## config.mk

```make
export PLATFORM = sky130hd
export DESIGN_NAME = iddr_word_aligner
export DESIGN_NICKNAME = d
export VERILOG_FILES = /design/src/rtl/iddr_word_aligner.sv
export SDC_FILE = /design/constraint.sdc
export NUM_CORES = 1
export LEC_CHECK = 0
export BUFFER_PORTS_ARGS = -buffer_cell sky130_fd_sc_hd__clkbuf_2
export CAP_MARGIN = 15
export CORE_MARGIN = 3
export CORE_UTILIZATION = 35
export CTS_CLUSTER_SIZE = 25
export DETAILED_ROUTE_END_ITERATION = 10
export SETUP_SLACK_MARGIN = 0.4
export SLEW_MARGIN = 40
export SYNTH_ARGS = -nofsm -noshare
export SYNTH_HDL_FRONTEND = slang
export SYNTH_SLANG_ARGS = --single-unit
```

## constraint.sdc

```tcl
create_clock -name C -period 3.1 [get_ports C]
set_input_delay 0.155 -clock C [delete_from_list [all_inputs] [get_ports C]]
set_output_delay 0.155 -clock C [all_outputs]
set_load 0.02 [all_outputs]
```

## src/rtl/iddr_word_aligner.sv

```systemverilog
// Word aligner for an IDDR Q1/Q2 bit-pair stream: assembles WIDTH-bit words,
// bit-slips the boundary against a training pattern, and reports lock.
module iddr_word_aligner #(
  parameter int                 WIDTH         = 8,
  parameter logic [WIDTH-1:0]   TRAIN_PATTERN = 8'hA7,
  parameter int                 LOCK_COUNT    = 4
) (
  input  logic                       C,
  input  logic                       R,
  input  logic                       CE,
  input  logic                       Q1,
  input  logic                       Q2,
  input  logic                       TRAIN,
  input  logic                       RELOCK,
  output logic [WIDTH-1:0]           DATA,
  output logic                       VALID,
  output logic                       LOCKED,
  output logic [$clog2(WIDTH)-1:0]   OFFSET,
  output logic                       ALIGN_ERR
);

  localparam int OW = $clog2(WIDTH);
  localparam int PW = $clog2(WIDTH / 2);
  localparam int HW = 2 * WIDTH;

  typedef enum logic [1:0] {
    ST_HUNT,
    ST_SETTLE,
    ST_CHECK,
    ST_LOCK
  } state_t;

  state_t           state_q, state_d;
  logic [HW-1:0]    hist_q, hist_d;
  logic [PW-1:0]    phase_q, phase_d;
  logic [1:0]       warm_q, warm_d;
  logic [3:0]       match_q, match_d;
  logic [OW-1:0]    slip_q, slip_d;
  logic [OW-1:0]    offset_q, offset_d;
  logic             err_q, err_d;
  logic [WIDTH-1:0] data_q, data_d;
  logic             valid_q, valid_d;
  logic             locked_q, locked_d;

  logic             boundary;
  logic             evaluate;
  logic             do_slip;
  logic             is_match;
  logic [OW:0]      base;
  logic [WIDTH-1:0] word;

  always_comb begin
    state_d  = state_q;
    hist_d   = hist_q;
    phase_d  = phase_q;
    warm_d   = warm_q;
    match_d  = match_q;
    slip_d   = slip_q;
    offset_d = offset_q;
    err_d    = err_q;
    data_d   = data_q;
    valid_d  = 1'b0;
    boundary = 1'b0;
    evaluate = 1'b0;
    do_slip  = 1'b0;

    if (CE) begin
      hist_d = {hist_q[HW-3:0], Q1, Q2};
      if (phase_q == PW'(WIDTH / 2 - 1)) begin
        phase_d  = '0;
        boundary = 1'b1;
      end else begin
        phase_d = phase_q + 1'b1;
      end
    end

    // Word is cut from the post-shift history so the last pair is included.
    base     = {1'b0, offset_q};
    word     = hist_d[base +: WIDTH];
    is_match = (word == TRAIN_PATTERN);

    if (boundary) begin
      if (warm_q != 2'd2) begin
        warm_d = warm_q + 2'd1;
      end else begin
        data_d   = word;
        valid_d  = 1'b1;
        evaluate = TRAIN && !RELOCK;
      end
    end

    if (evaluate) begin
      unique case (state_q)
        ST_HUNT: begin
          if (is_match) begin
            match_d = 4'd1;
            state_d = (LOCK_COUNT == 1) ? ST_LOCK : ST_CHECK;
          end else begin
            do_slip = 1'b1;
          end
        end
        ST_SETTLE: state_d = ST_HUNT;
        ST_CHECK: begin
          if (is_match) begin
            match_d = match_q + 4'd1;
            if (match_q + 4'd1 == 4'(LOCK_COUNT)) state_d = ST_LOCK;
          end else begin
            do_slip = 1'b1;
          end
        end
        ST_LOCK: ;
        default: ;
      endcase
    end

    if (do_slip) begin
      state_d  = ST_SETTLE;
      match_d  = '0;
      offset_d = (offset_q == OW'(WIDTH - 1)) ? '0 : offset_q + 1'b1;
      if (slip_q == OW'(WIDTH - 1)) begin
        slip_d = '0;
        err_d  = 1'b1;
      end else begin
        slip_d = slip_q + 1'b1;
      end
    end

    // Relock wins over any evaluation; the offset is deliberately retained.
    if (RELOCK) begin
      state_d = ST_HUNT;
      match_d = '0;
      slip_d  = '0;
      err_d   = 1'b0;
    end

    locked_d = (state_d == ST_LOCK);
  end

  always_ff @(posedge C) begin
    if (R) begin
      state_q  <= ST_HUNT;
      hist_q   <= '0;
      phase_q  <= '0;
      warm_q   <= '0;
      match_q  <= '0;
      slip_q   <= '0;
      offset_q <= '0;
      err_q    <= 1'b0;
      data_q   <= '0;
      valid_q  <= 1'b0;
      locked_q <= 1'b0;
    end else begin
      state_q  <= state_d;
      hist_q   <= hist_d;
      phase_q  <= phase_d;
      warm_q   <= warm_d;
      match_q  <= match_d;
      slip_q   <= slip_d;
      offset_q <= offset_d;
      err_q    <= err_d;
      data_q   <= data_d;
      valid_q  <= valid_d;
      locked_q <= locked_d;
    end
  end

  assign DATA      = data_q;
  assign VALID     = valid_q;
  assign LOCKED    = locked_q;
  assign OFFSET    = offset_q;
  assign ALIGN_ERR = err_q;

endmodule

```

==> results.md, run 1 <==
- Total non-filler cell area in the finished layout: 2660 um2
- Worst IR Drop VDD: 157 uV
- Most used standard cell by instance count after synthesis: sky130_fd_sc_hd__dfxtp_1
- Logic pwr share: 0.066
- Critical path endpoint: ALIGN_ERR
- Cell family contributing the most delay on the critical path: multiplexers
- Critical path type: reg2reg
- Detailed-routing iteration count for the pre-antenna-repair pass: 4
- Remaining routing DRC violations: 0
- Wire length after detailed routing: 4.80 mm
- Worst reg2reg setup slack: 0.53 ns
- Die Footprint: slightly below 8000 um2
- Proportion of total power due to net switching: 0.226
- Static leakage power: 0.000994 uW
- Post-synthesis sequential element count: 42
- Worst r2r src: OFFSET[1]
- Worst slew margin relative to its limit: 0.500
- Area leader, netlist: sky130_fd_sc_hd__dfxtp_1
- Share of the clock period used by the worst path after layout: 0.829
- Area of all sequential standard cells: 843 um2
- Cell area after placement: 2550 um2
- Share of flip-flops with an asynchronous set or reset after synthesis: 0
- Most area-consuming cells after synthesis: sky130_fd_sc_hd__dfxtp_1 (35%), sky130_fd_sc_hd__mux4_2 (15%), sky130_fd_sc_hd__mux2i_1 (10%)
- Worst path buffer plus inverter count: 1
- Result of the run: finished, final reports clean
- Hold/Removal Path Class: in2reg
- Root buffer cell: sky130_fd_sc_hd__clkbuf_8
- Gate Count Post-Synth: 236
- Total Power Consumption: approximately 960 uW
- Pin count of the biggest net entering global routing: 37
- Power Density: 362 nW/um2
- Clock tree from TritonCTS: done
- Launch point of the critical path: OFFSET[1]
- Total count of max-transition violations in the final report: 0
- Cts hold-fix bufs: 0
- Buffer depth of the longest clock path: 2
- Number of antenna violations at the first check in global routing: 0
- Finished Core Util: 0.409
- IO buf count: 20
- Crit path cell chain: mux4_2, mux2_2, mux2_2, nor2_2, a21oi_4, buf_4, a22o_1
- Part of the power in the clock network: 0.361
- Count of flip-flops with a built-in enable after synthesis: 0
- Setup tns final: 0 ns
- Reg2reg path depth: 7
- Number of setup violations in the final report: 0
- CP endpoint kind: register
- Global placer's final weighted congestion: 0.810
- Critical path required time: 3.29 ns
- Number of antenna diodes: 0
- Routed length per placed instance: between 10 and 15 um
- Area of the multi-input gates: approximately 1500 um2
- Sum of net half-perimeters after detailed placement: about 3.4 mm
- Routed Antenna Nets: 0
- Net count of the finished layout: about 270
- Category of the worst setup path launch point: register
- First-pass GRT wire length: 8.29 mm
- Number of hold violations in the final report: 0
- Number of design-rule violations left by the first detailed-router iteration: between 60 and 70
- Via count: 1812
- Reg-to-reg endpoint: ALIGN_ERR
- Placeable core region: 6490 um2
- Net count after synthesis: 250
- Number of primary I/O pins: 21
- Net switching power of the design: 217 uW
- H-tree levels: 2
- Vias in the first global route: 1674
- Post-Synthesis Cell Area: 2400 um2
- Layout overhead on the synthesized area: 10.9%
- Worst Max-Slew Pin Slew: 0.750 ns
- Via density per instance: 5.52
- Ys flop type: sky130_fd_sc_hd__dfxtp_1
- Unique masters post-synth: 48
- Number of sinks on the clock net: 42
- Worst path most repeated cell: sky130_fd_sc_hd__mux2_2
- Die width: approximately 89 um
- Std cell rows: 29
- Post-synth top area share: 0.351
- Levels on crit path: 7
- Num CTS Buffers: 5
- Register clock-pin slew on the reported worst setup and hold paths: 0.07 ns
- Final critical delay including setup and external delays: around 2.6 ns
- Initial Util: 0.369
- GRT Total Usage: 0.136
- Largest driver fanout on the critical path: 14
- Synth cell count leaders: sky130_fd_sc_hd__dfxtp_1 (42), sky130_fd_sc_hd__nor2_1 (35), sky130_fd_sc_hd__mux2i_1 (24)
- Highest cell delay on the worst timing path: between 0.5 and 0.6 ns
- Arrival time of data at the critical path endpoint: 2.76 ns
- Synth Warn #: 0
- Achievable clock frequency: 0.389 GHz
- Ratio of cells with drive above 1 in the final layout: 0.275
- Clock latency reported for the late side of the worst-skew pair: 0.29 ns
- Synthesized area per cell: a little over 10 um2
- Chip height: 88.8 um
- RSZ-0062 raised after global routing: true
- Worst-path cell with the longest stage delay: sky130_fd_sc_hd__dfxtp_2
- Worst Hold Slack: about 0.11 ns
- Number of max-cap violations: 0
- Register area share after synthesis: 0.351
- Skew final: approximately 0.0033 ns
- GRT Residual Overflow: 0
- Cell-internal power: 746 uW
- Fill cells: 623
- Sequential power share: 0.573
cell type report:
class                      count  area share
multi-input combinational    175       0.555
tap                           77      0.0362
sequential                    42       0.317
timing repair buffer          27      0.0588
clock buffer                   6      0.0311
inverter                       1     0.00141
worst min-delay path, stage by stage:
cell and delay (ns):
sky130_fd_sc_hd__clkbuf_2 0.09, sky130_fd_sc_hd__mux2i_1 0.06, sky130_fd_sc_hd__nor2_1 0.07
kinds of logic (layout without fill, tap and decap cells):
| kind of cell | after synthesis | after routing | synth area share |
|---|---|---|---|
| xor+xnor | 1 | 1 | 0.00365 |
| simple gates | 93 | 93 | 0.195 |
| fa+ha+maj | 7 | 7 | 0.0365 |
| compound gates | 27 | 27 | 0.0908 |
| flops | 42 | 42 | 0.351 |
| mux | 47 | 47 | 0.287 |
| buf+inv | 19 | 34 | 0.0365 |
registers in the layout, indices dropped and copies added (netlist names):
name and cells:
phase_q 2, warm_q 2, state_q 2, ALIGN_ERR 1, OFFSET 3, DATA 8, match_q 4, slip_q 3
LOCKED 1, VALID 1, hist_q 15
cells in the final DEF, fill, tap and decap left out, drive strengths merged, types with 3 or more instances in the layout:
master / count
nand2: 16
buf: 7
dfxtp: 42
mux4: 16
nor3: 6
ha: 7
nor2b: 3
nand3: 3
or3: 3
a21oi: 8
and2: 3
nand3b: 3
nor2: 36
mux2i: 24
clkbuf: 26
a211oi: 4
mux2: 7
nand2b: 7
metal layers:
metal / GRT usage / part of all wire
met5: 0 / 0
met3: 0.0335 / 0.028
met1: 0.184 / 0.49
met2: 0.209 / 0.47
met4: 0.0536 / 0.016
how the worst min path moves through the flow:
stage,startpoint,endpoint,slack (ns),cells after the start
final,Q2,hist_q[0],0.11,3
after detailed placement,Q2,hist_q[0],0.43,3
after CTS,Q2,hist_q[0],0.11,3
after global routing,Q1,hist_q[1],0.16,3
after global placement,Q2,hist_q[0],0.42,3
after floorplan,Q2,hist_q[0],0.30,2
timing repair:
item / in CTS / in global routing
setup buffers: 0 / 2
resized for setup: 3 / 2
pin swaps: 0 / 1
setup endpoints to repair: 7 / 5
gates cloned: 0 / 0
power by group through the flow:
stage               combinational, uW  clock [uW]  sequential [uW]
floorplan                        51.8           0              562
global placement                 62.8           0              564
detailed placement               64.2           0              565
CTS                              64.5         366              552
global route                     71.0         385              553
finish                           64.0         347              552
through the flow:
step,worst slack [ns],cells
after CTS,0.419,326
final,0.531,328
after global routing,0.355,328
after global placement,0.377,320
after floorplan,0.476,236
after detailed placement,0.293,320
Note: power is estimated with default switching activity, not from simulation.
==> inputs of run 2 (changes only) <==
--- a/config.mk
+++ b/config.mk
@@ -5,6 +5,7 @@
 export SDC_FILE = /design/constraint.sdc
 export NUM_CORES = 1
 export LEC_CHECK = 0
+export ABC_AREA = 1
 export BUFFER_PORTS_ARGS = -buffer_cell sky130_fd_sc_hd__clkbuf_2
 export CAP_MARGIN = 15
 export CORE_MARGIN = 3
==> constraint.sdc (replaced) <==
create_clock -name C -period 2.45 [get_ports C]
set_input_delay 0.1225 -clock C [delete_from_list [all_inputs] [get_ports C]]
set_output_delay 0.1225 -clock C [all_outputs]
set_load 0.02 [all_outputs]
==> run 2 against run 1 <==
Effect of this change:
- total power increased by 27%
- non-clock buffer count fell by 4
- clock skew about the same
- cell count rose by 28%
- register-to-register slack better by 0.03 ns
- synthesized cell count rose by 38%
- sequential share of layout area up 1.3 points
- final area down 4.0%
==> results.md, run 2 <==
- Result of the run: finished, final reports clean (unchanged)
- Worst Setup Slack, final: 0.565 ns (was 0.531 ns)
- Cts hold-fix bufs: 0 (unchanged)
- Share of the clock period used by the worst path after layout: 0.769 (was 0.829)
- RSZ-0062 raised after global routing: false (was true)
- Worst path most repeated cell: sky130_fd_sc_hd__nand3_1 (was sky130_fd_sc_hd__mux2_2)
- Worst slew margin relative to its limit: 0.682 (was 0.500)
- Cell area after placement: 2460 um2 (was 2550 um2)
- Number of setup violations in the final report: 0 (unchanged)
- Number of hold violations in the final report: 0 (unchanged)
- Synth Warn #: 0 (unchanged)
- CTS-repair resized insts: 0 (was 3)
- Pin count of the biggest net entering global routing: 20 (was 37)
- Number of antenna diodes: 0 (unchanged)
- Count of flip-flops with a built-in enable after synthesis: 0 (unchanged)
- Root buffer cell: sky130_fd_sc_hd__clkbuf_8 (unchanged)
- Placeable core region: 6420 um2 (was 6490 um2)
- Filler-free cell count of the finished design: 419 (was 328)
- Number of max-cap violations: 0 (unchanged)
- Initial Util: 0.366 (was 0.369)
- Buffer depth of the longest clock path: 2 (unchanged)
- GRT Total Usage: 0.146 (was 0.136)
- Net count after synthesis: 339 (was 250)
- Ys flop type: sky130_fd_sc_hd__dfxtp_1 (unchanged)
- Synth cell count leaders: sky130_fd_sc_hd__nand2_1 (76), sky130_fd_sc_hd__nand3_1 (63), sky130_fd_sc_hd__dfxtp_1 (42) (was sky130_fd_sc_hd__dfxtp_1 (42), sky130_fd_sc_hd__nor2_1 (35), sky130_fd_sc_hd__mux2i_1 (24))
- Routed length per placed instance: 12.9 um (was 14.6 um)
- Pre-CTS setup slack: 0.421 ns (was 0.293 ns)
- Vias in the first global route: 2043 (was 1674)
- Via count: 2161 (was 1812)
- Final critical delay including setup and external delays: 1.88 ns (was 2.57 ns)
- Remaining routing DRC violations: 0 (unchanged)
- Wire length after detailed routing: 5.40 mm (was 4.80 mm)
- Register clock-pin slew on the reported worst setup and hold paths: 0.08 ns (was 0.07 ns)
- Total count of max-transition violations in the final report: 0 (unchanged)
- Clock latency reported for the late side of the worst-skew pair: 0.29 ns (about the same)
- Sum of net half-perimeters after detailed placement: 3.92 mm (was 3.41 mm)
- Hold/Removal Path Class: in2reg (unchanged)
- Share of flip-flops with an asynchronous set or reset after synthesis: 0 (unchanged)
- Arrival time of data at the critical path endpoint: 2.08 ns (was 2.76 ns)
- Global placer's final weighted congestion: 0.844 (was 0.810)
- Clock tree from TritonCTS: done (unchanged)
- Total non-filler cell area in the finished layout: 2550 um2 (was 2660 um2)
- Worst IR Drop VDD: 379 uV (was 157 uV)
- Critical path type: reg2reg (unchanged)
- Routed Antenna Nets: 0 (unchanged)
- Chip height: 88.0 um (was 88.8 um)
- Ratio of cells with drive above 1 in the final layout: 0.184 (was 0.275)
- Unique masters post-synth: 30 (was 48)
- Number of design-rule violations left by the first detailed-router iteration: 153 (was 69)
- Worst Hold Slack: 0.0988 ns (was 0.114 ns)
- Post-CTS Repair Setup Buffers: 0 (unchanged)
- Largest driver fanout on the critical path: 15 (was 14)
- Highest cell delay on the worst timing path: 0.36 ns (was 0.57 ns)
- Number of sinks on the clock net: 42 (unchanged)
- Die width: 88.0 um (was 88.8 um)
- Achievable clock frequency: 0.531 GHz (was 0.389 GHz)
- CP endpoint kind: register (unchanged)
- Most frequent cells in the layout: sky130_fd_sc_hd__nand2_1 (76), sky130_fd_sc_hd__nand3_1 (63), sky130_fd_sc_hd__dfxtp_1 (41) (was sky130_fd_sc_hd__dfxtp_1 (40), sky130_fd_sc_hd__nor2_1 (35), sky130_fd_sc_hd__mux2i_1 (24))
- Net count of the finished layout: 355 (was 266)
- Most frequent standard cell in the layout excluding fill and tap cells: sky130_fd_sc_hd__nand2_1 (was sky130_fd_sc_hd__dfxtp_1)
- Worst path buffer plus inverter count: 1 (unchanged)
- Most area-consuming cells after synthesis: sky130_fd_sc_hd__dfxtp_1 (36%), sky130_fd_sc_hd__nand3_1 (13%), sky130_fd_sc_hd__nand2_1 (12%) (was sky130_fd_sc_hd__dfxtp_1 (35%), sky130_fd_sc_hd__mux4_2 (15%), sky130_fd_sc_hd__mux2i_1 (10%))
- Worst-path cell with the longest stage delay: sky130_fd_sc_hd__dfxtp_2 (unchanged)
- Category of the worst setup path launch point: register (unchanged)
- Fill cells: 690 (was 623)
- Gate Count Post-Synth: 325 (was 236)
- Number of antenna violations at the first check in global routing: 0 (unchanged)
- Num CTS Buffers: 5 (unchanged)
- Max reg flops: 15 (unchanged)
- Cell count after placement: 411 (was 320)
- Post-synth top area share: 0.358 (was 0.351)
- Area leader, netlist: sky130_fd_sc_hd__dfxtp_1 (unchanged)
- Critical path required time: 2.64 ns (was 3.29 ns)
- Setup tns final: 0 ns (unchanged)
- Register area share after synthesis: 0.358 (was 0.351)
- Most used standard cell by instance count after synthesis: sky130_fd_sc_hd__nand2_1 (was sky130_fd_sc_hd__dfxtp_1)
- Crit path cell chain: inv_2, nand3_1, nand3_1, nand3_1, nand2_1, nand2_2, nor2_4, nand2_4, nand2_8, nand2_1, nor2_1, nor2_1 (was mux4_2, mux2_2, mux2_2, nor2_2, a21oi_4, buf_4, a22o_1)
- Std cell rows: 29 (unchanged)
- Layout overhead on the synthesized area: 8.62% (was 10.9%)
- Synthesized area per cell: 7.23 um2 (was 10.2 um2)
- First-pass GRT wire length: 9.00 mm (was 8.29 mm)
- Register with the highest flop count: hist_q (unchanged)
- Power Density: 481 nW/um2 (was 362 nW/um2)
- GRT Residual Overflow: 0 (unchanged)
- Via density per instance: 5.16 (was 5.52)
- Post-Synthesis Cell Area: 2350 um2 (was 2400 um2)
- Static leakage power: 0.00117 uW (was 0.000994 uW)
- Number of primary I/O pins: 21 (unchanged)
- Die Footprint: 7740 um2 (was 7880 um2)
- Cell family contributing the most delay on the critical path: simple AND/OR/NAND/NOR gates (was multiplexers)
- Worst Max-Slew Pin Slew: 0.478 ns (was 0.750 ns)
- H-tree levels: 2 (unchanged)
- IO buf count: 20 (unchanged)
- Post-synthesis sequential element count: 42 (unchanged)
- Detailed-routing iteration count for the pre-antenna-repair pass: 4 (unchanged)
- Skew final: 0.00369 ns (was 0.00328 ns)
[run 2: report_power, final]
part           internal [uW]  leakage, uW  total (uW)  switching (uW)
clock                    227    0.0000482         460             232
combinational           22.2     0.000782        73.9            51.7
sequential               689     0.000340         694            4.84
[run 2: logic make-up (layout without fill, tap and decap cells)]
logic type | after synthesis | in the layout | share of synthesized area
simple gates | 197 | 197 | 0.420
flops | 42 | 42 | 0.358
xor+xnor | 1 | 1 | 0.00373
buf+inv | 36 | 53 | 0.0862
compound gates | 42 | 42 | 0.0947
fa+ha+maj | 7 | 7 | 0.0373
[run 2: final timing paths]
path / to / slack, ns / start / cells after the start
hold / removal: hist_q[0] / 0.1 / Q2 / 3
setup reg to reg: LOCKED / 0.57 / OFFSET[0] / 12
hold reg to reg: warm_q[0] / 0.46 / warm_q[0] / 1
setup / recovery: LOCKED / 0.57 / OFFSET[0] / 12
[run 2: metrics by stage]
stage / total power [uW] / utilization
2_1_floorplan: 773 / -
3_3_place_gp: 783 / 0.383
3_5_place_dp: 784 / 0.383
4_1_cts: 1250 / 0.397
5_1_grt: 1280 / 0.398
6_report: 1230 / 0.398
[run 2: per-layer routing]
| metal | routed length [um] | vias up | global-route usage |
|---|---|---|---|
| li1 | - | 1114 | - |
| met1 | 2580 | 982 | 0.185 |
| met2 | 2380 | 50 | 0.234 |
| met3 | 274 | 15 | 0.0339 |
| met4 | 155 | 0 | 0.0683 |
| met5 | 0 | - | 0 |
[run 2: area by class of cell]
cell class	count	area (um2)	share of cell area
Multi-Input combinational cell	247	1310	0.512
Clock inverter	1	5.00	0.00196
Clock buffer	7	86.3	0.0338
Inverter	22	90.1	0.0353
Timing Repair Buffer	23	126	0.0495
Tap cell	77	96.3	0.0377
Sequential cell	42	842	0.330
[run 2: worst register-to-register path: cells and delay by family (launching register included)]
| kind | cells | cell delay (ns) |
|---|---|---|
| flip-flops | 1 | 0.36 |
| AND/OR/NAND/NOR | 11 | 1.18 |
| buffers and inverters | 1 | 0.25 |
==> inputs of run 3 (changes only) <==
==> constraint.sdc (replaced) <==
create_clock -name C -period 1.7 [get_ports C]
set_input_delay 0.085 -clock C [delete_from_list [all_inputs] [get_ports C]]
set_output_delay 0.085 -clock C [all_outputs]
set_load 0.02 [all_outputs]
==> run 3 against run 2 <==
Effect of this change:
- the flow now finishes with violations (setup timing)
- via count is 12% higher
- sequential power increased by 44%
- highest routed layer unchanged
- final area rose by 29%
- non-clock buffer count increased by 45
- cell count rose by 11%
- sequential share of layout area down 7.2 points
- total power up 60%
- critical endpoint is now OFFSET[1]
- routed wire length increased by 15%
- largest power group unchanged
- global-route usage increased by 2.1 points
- clock skew up 0.011 ns
==> results.md, run 3 (synthesized netlist as in run 2, its figures left out) <==
- Number of design-rule violations left by the first detailed-router iteration: 122 (was 153)
- Violated checks: setup timing
- Via count: 2419 (was 2161)
- Placeable core region: 6420 um2 (unchanged)
- Register with the highest flop count: hist_q (unchanged)
- Global placer's final weighted congestion: 0.887 (was 0.844)
- Largest driver fanout on the critical path: 7 (was 15)
- Crit path cell chain: buf_12, nand3_2, nand3_1, nand2_2, nand2_2, nand2_2, nand2_2, nor2_4, nand2_4, nand2_8, inv_2, nor2_1, nor2_1 (was inv_2, nand3_1, nand3_1, nand3_1, nand2_1, nand2_2, nor2_4, nand2_4, nand2_8, nand2_1, nor2_1, nor2_1)
- Ratio of cells with drive above 1 in the final layout: 0.461 (was 0.184)
- H-tree levels: 2 (unchanged)
- Highest routed layer: met4 (unchanged)
- Routed metal-1 wirelength: 2.83 mm (was 2.58 mm)
- Vias in the first global route: 2268 (was 2043)
- Clock latency reported for the late side of the worst-skew pair: 0.30 ns (was 0.29 ns)
- Pin count of the biggest net entering global routing: 18 (was 20)
- Critical path type: reg2reg (unchanged)
- Worst Setup Slack, final: -0.0549 ns (was 0.565 ns)
- GRT Residual Overflow: 0 (unchanged)
- Number of setup violations in the final report: 9 (was 0)
- Wire length after detailed routing: 6.20 mm (was 5.40 mm)
- Buffer depth of the longest clock path: 2 (unchanged)
- Static leakage power: 0.00149 uW (was 0.00117 uW)
- Arrival time of data at the critical path endpoint: 1.94 ns (was 2.08 ns)
- Number of antenna violations at the first check in global routing: 0 (unchanged)
- Critical path required time: 1.89 ns (was 2.64 ns)
- Chip height: 88.0 um (unchanged)
- Setup tns final: -0.248 ns (was 0 ns)
- Filler-free cell count of the finished design: 465 (was 419)
- Wire length on met3: 202 um (was 274 um)
- Worst-path cell with the longest stage delay: sky130_fd_sc_hd__dfxtp_4 (was sky130_fd_sc_hd__dfxtp_2)
- Root buffer cell: sky130_fd_sc_hd__clkbuf_8 (unchanged)
- Worst Hold Slack: 0.0478 ns (was 0.0988 ns)
- Die width: 88.0 um (unchanged)
- Worst slew margin relative to its limit: 0.706 (was 0.682)
- Total non-filler cell area in the finished layout: 3300 um2 (was 2550 um2)
- Register clock-pin slew on the reported worst setup and hold paths: 0.09 ns (was 0.08 ns)
- Sum of net half-perimeters after detailed placement: 4.13 mm (was 3.92 mm)
- Std cell rows: 29 (unchanged)
- Cell count after placement: 444 (was 411)
- Result of the run: finished with violations (was finished, final reports clean)
- Category of the worst setup path launch point: register (unchanged)
- Detailed-routing iteration count for the pre-antenna-repair pass: 4 (unchanged)
- Layout overhead on the synthesized area: 40.3% (was 8.62%)
- Total count of max-transition violations in the final report: 0 (unchanged)
- Most frequent standard cell in the layout excluding fill and tap cells: sky130_fd_sc_hd__nand2_1 (unchanged)
- Highest cell delay on the worst timing path: 0.39 ns (was 0.36 ns)
- Final critical delay including setup and external delays: 1.75 ns (was 1.88 ns)
- Achievable clock frequency: 0.570 GHz (was 0.531 GHz)
- Share of the clock period used by the worst path after layout: 1.03 (was 0.769)
- First-pass GRT wire length: 10.4 mm (was 9.00 mm)
- Remaining routing DRC violations: 0 (unchanged)
- Detail Route met2 WL: 3.06 mm (was 2.38 mm)
- Clock tree from TritonCTS: done (unchanged)
- Net count of the finished layout: 401 (was 355)
- Max reg flops: 15 (unchanged)
- Cell area after placement: 2790 um2 (was 2460 um2)
- Worst IR Drop VDD: 263 uV (was 379 uV)
- CP endpoint kind: register (unchanged)
- Routed Antenna Nets: 0 (unchanged)
- Number of primary I/O pins: 21 (unchanged)
- Hold/Removal Path Class: in2reg (unchanged)
- Total Power Consumption: 1960 uW (was 1230 uW)
- Most frequent cells in the layout: sky130_fd_sc_hd__nand2_1 (51), sky130_fd_sc_hd__buf_4 (40), sky130_fd_sc_hd__dfxtp_1 (37) (was sky130_fd_sc_hd__nand2_1 (76), sky130_fd_sc_hd__nand3_1 (63), sky130_fd_sc_hd__dfxtp_1 (41))
- Initial Util: 0.366 (unchanged)
- Worst path most repeated cell: sky130_fd_sc_hd__nand2_2 (was sky130_fd_sc_hd__nand3_1)
- Power Density: 596 nW/um2 (was 481 nW/um2)
- Number of sinks on the clock net: 42 (unchanged)
- Worst Max-Slew Pin Slew: 0.440 ns (was 0.478 ns)
- GRT Total Usage: 0.167 (was 0.146)
- Routed length per placed instance: 13.3 um (was 12.9 um)
- Skew final: 0.0145 ns (was 0.00369 ns)
- Number of hold violations in the final report: 0 (unchanged)
- IO buf count: 20 (unchanged)
- Die Footprint: 7740 um2 (unchanged)
- Number of antenna diodes: 0 (unchanged)
- RSZ-0062 raised after global routing: true (was false)
- Via density per instance: 5.20 (was 5.16)
- Number of max-cap violations: 0 (unchanged)
- Num CTS Buffers: 5 (unchanged)
## run 3: stage by stage
stage                     setup WS, ns  utilization
after CTS                       0.0305        0.471
final                          -0.0549        0.514
after detailed placement       -0.0948        0.434
after global placement         -0.0797        0.434
after global routing            -0.150        0.514
after floorplan                 0.0136            -
## run 3: area by class of cell
cell class	count	area [um2]
clock inverters	2	36.3
multi-input cells	248	1610
repair buffers	68	533
inverters	22	97.6
flip-flops and latches	42	850
well taps	77	96.3
clock buffers	6	72.6
fillers	606	3120
## run 3: worst max-delay path: cells and delay by family (launching register included)
family,cells,cell delay [ns]
simple gates,11,1.05
flops,1,0.39
buf+inv,2,0.21
## run 3: repair_timing
item | in CTS | in global routing
gates resized for setup | 19 | 57
cloned | 2 | 1
buffers inserted | 6 | 4
setup endpoints to repair | 21 | 23
pin swaps | 12 | 24
hold buffers | 0 | 0
## run 3: power breakdown
group	switching, uW	leakage (uW)	internal, uW
combinational	96.7	0.00109	71.4
clock	357	0.0000557	440
sequential	7.10	0.000342	992
total	461	0.00149	1500
## run 3: per-layer routing
metal	global-route usage	vias to the layer above
li1	-	1227
met1	0.221	1134
met2	0.269	45
met3	0.0357	13
met4	0.0558	0
met5	0	-
## run 3: worst paths after layout
path	from	end	slack, ns	cells after the start
worst max-delay path	OFFSET[0]	OFFSET[1]	-0.05	13
worst min-delay path	Q2	hist_q[0]	0.05	3
worst max register to register	OFFSET[0]	OFFSET[1]	-0.05	13
worst min register to register	warm_q[0]	warm_q[0]	0.43	1
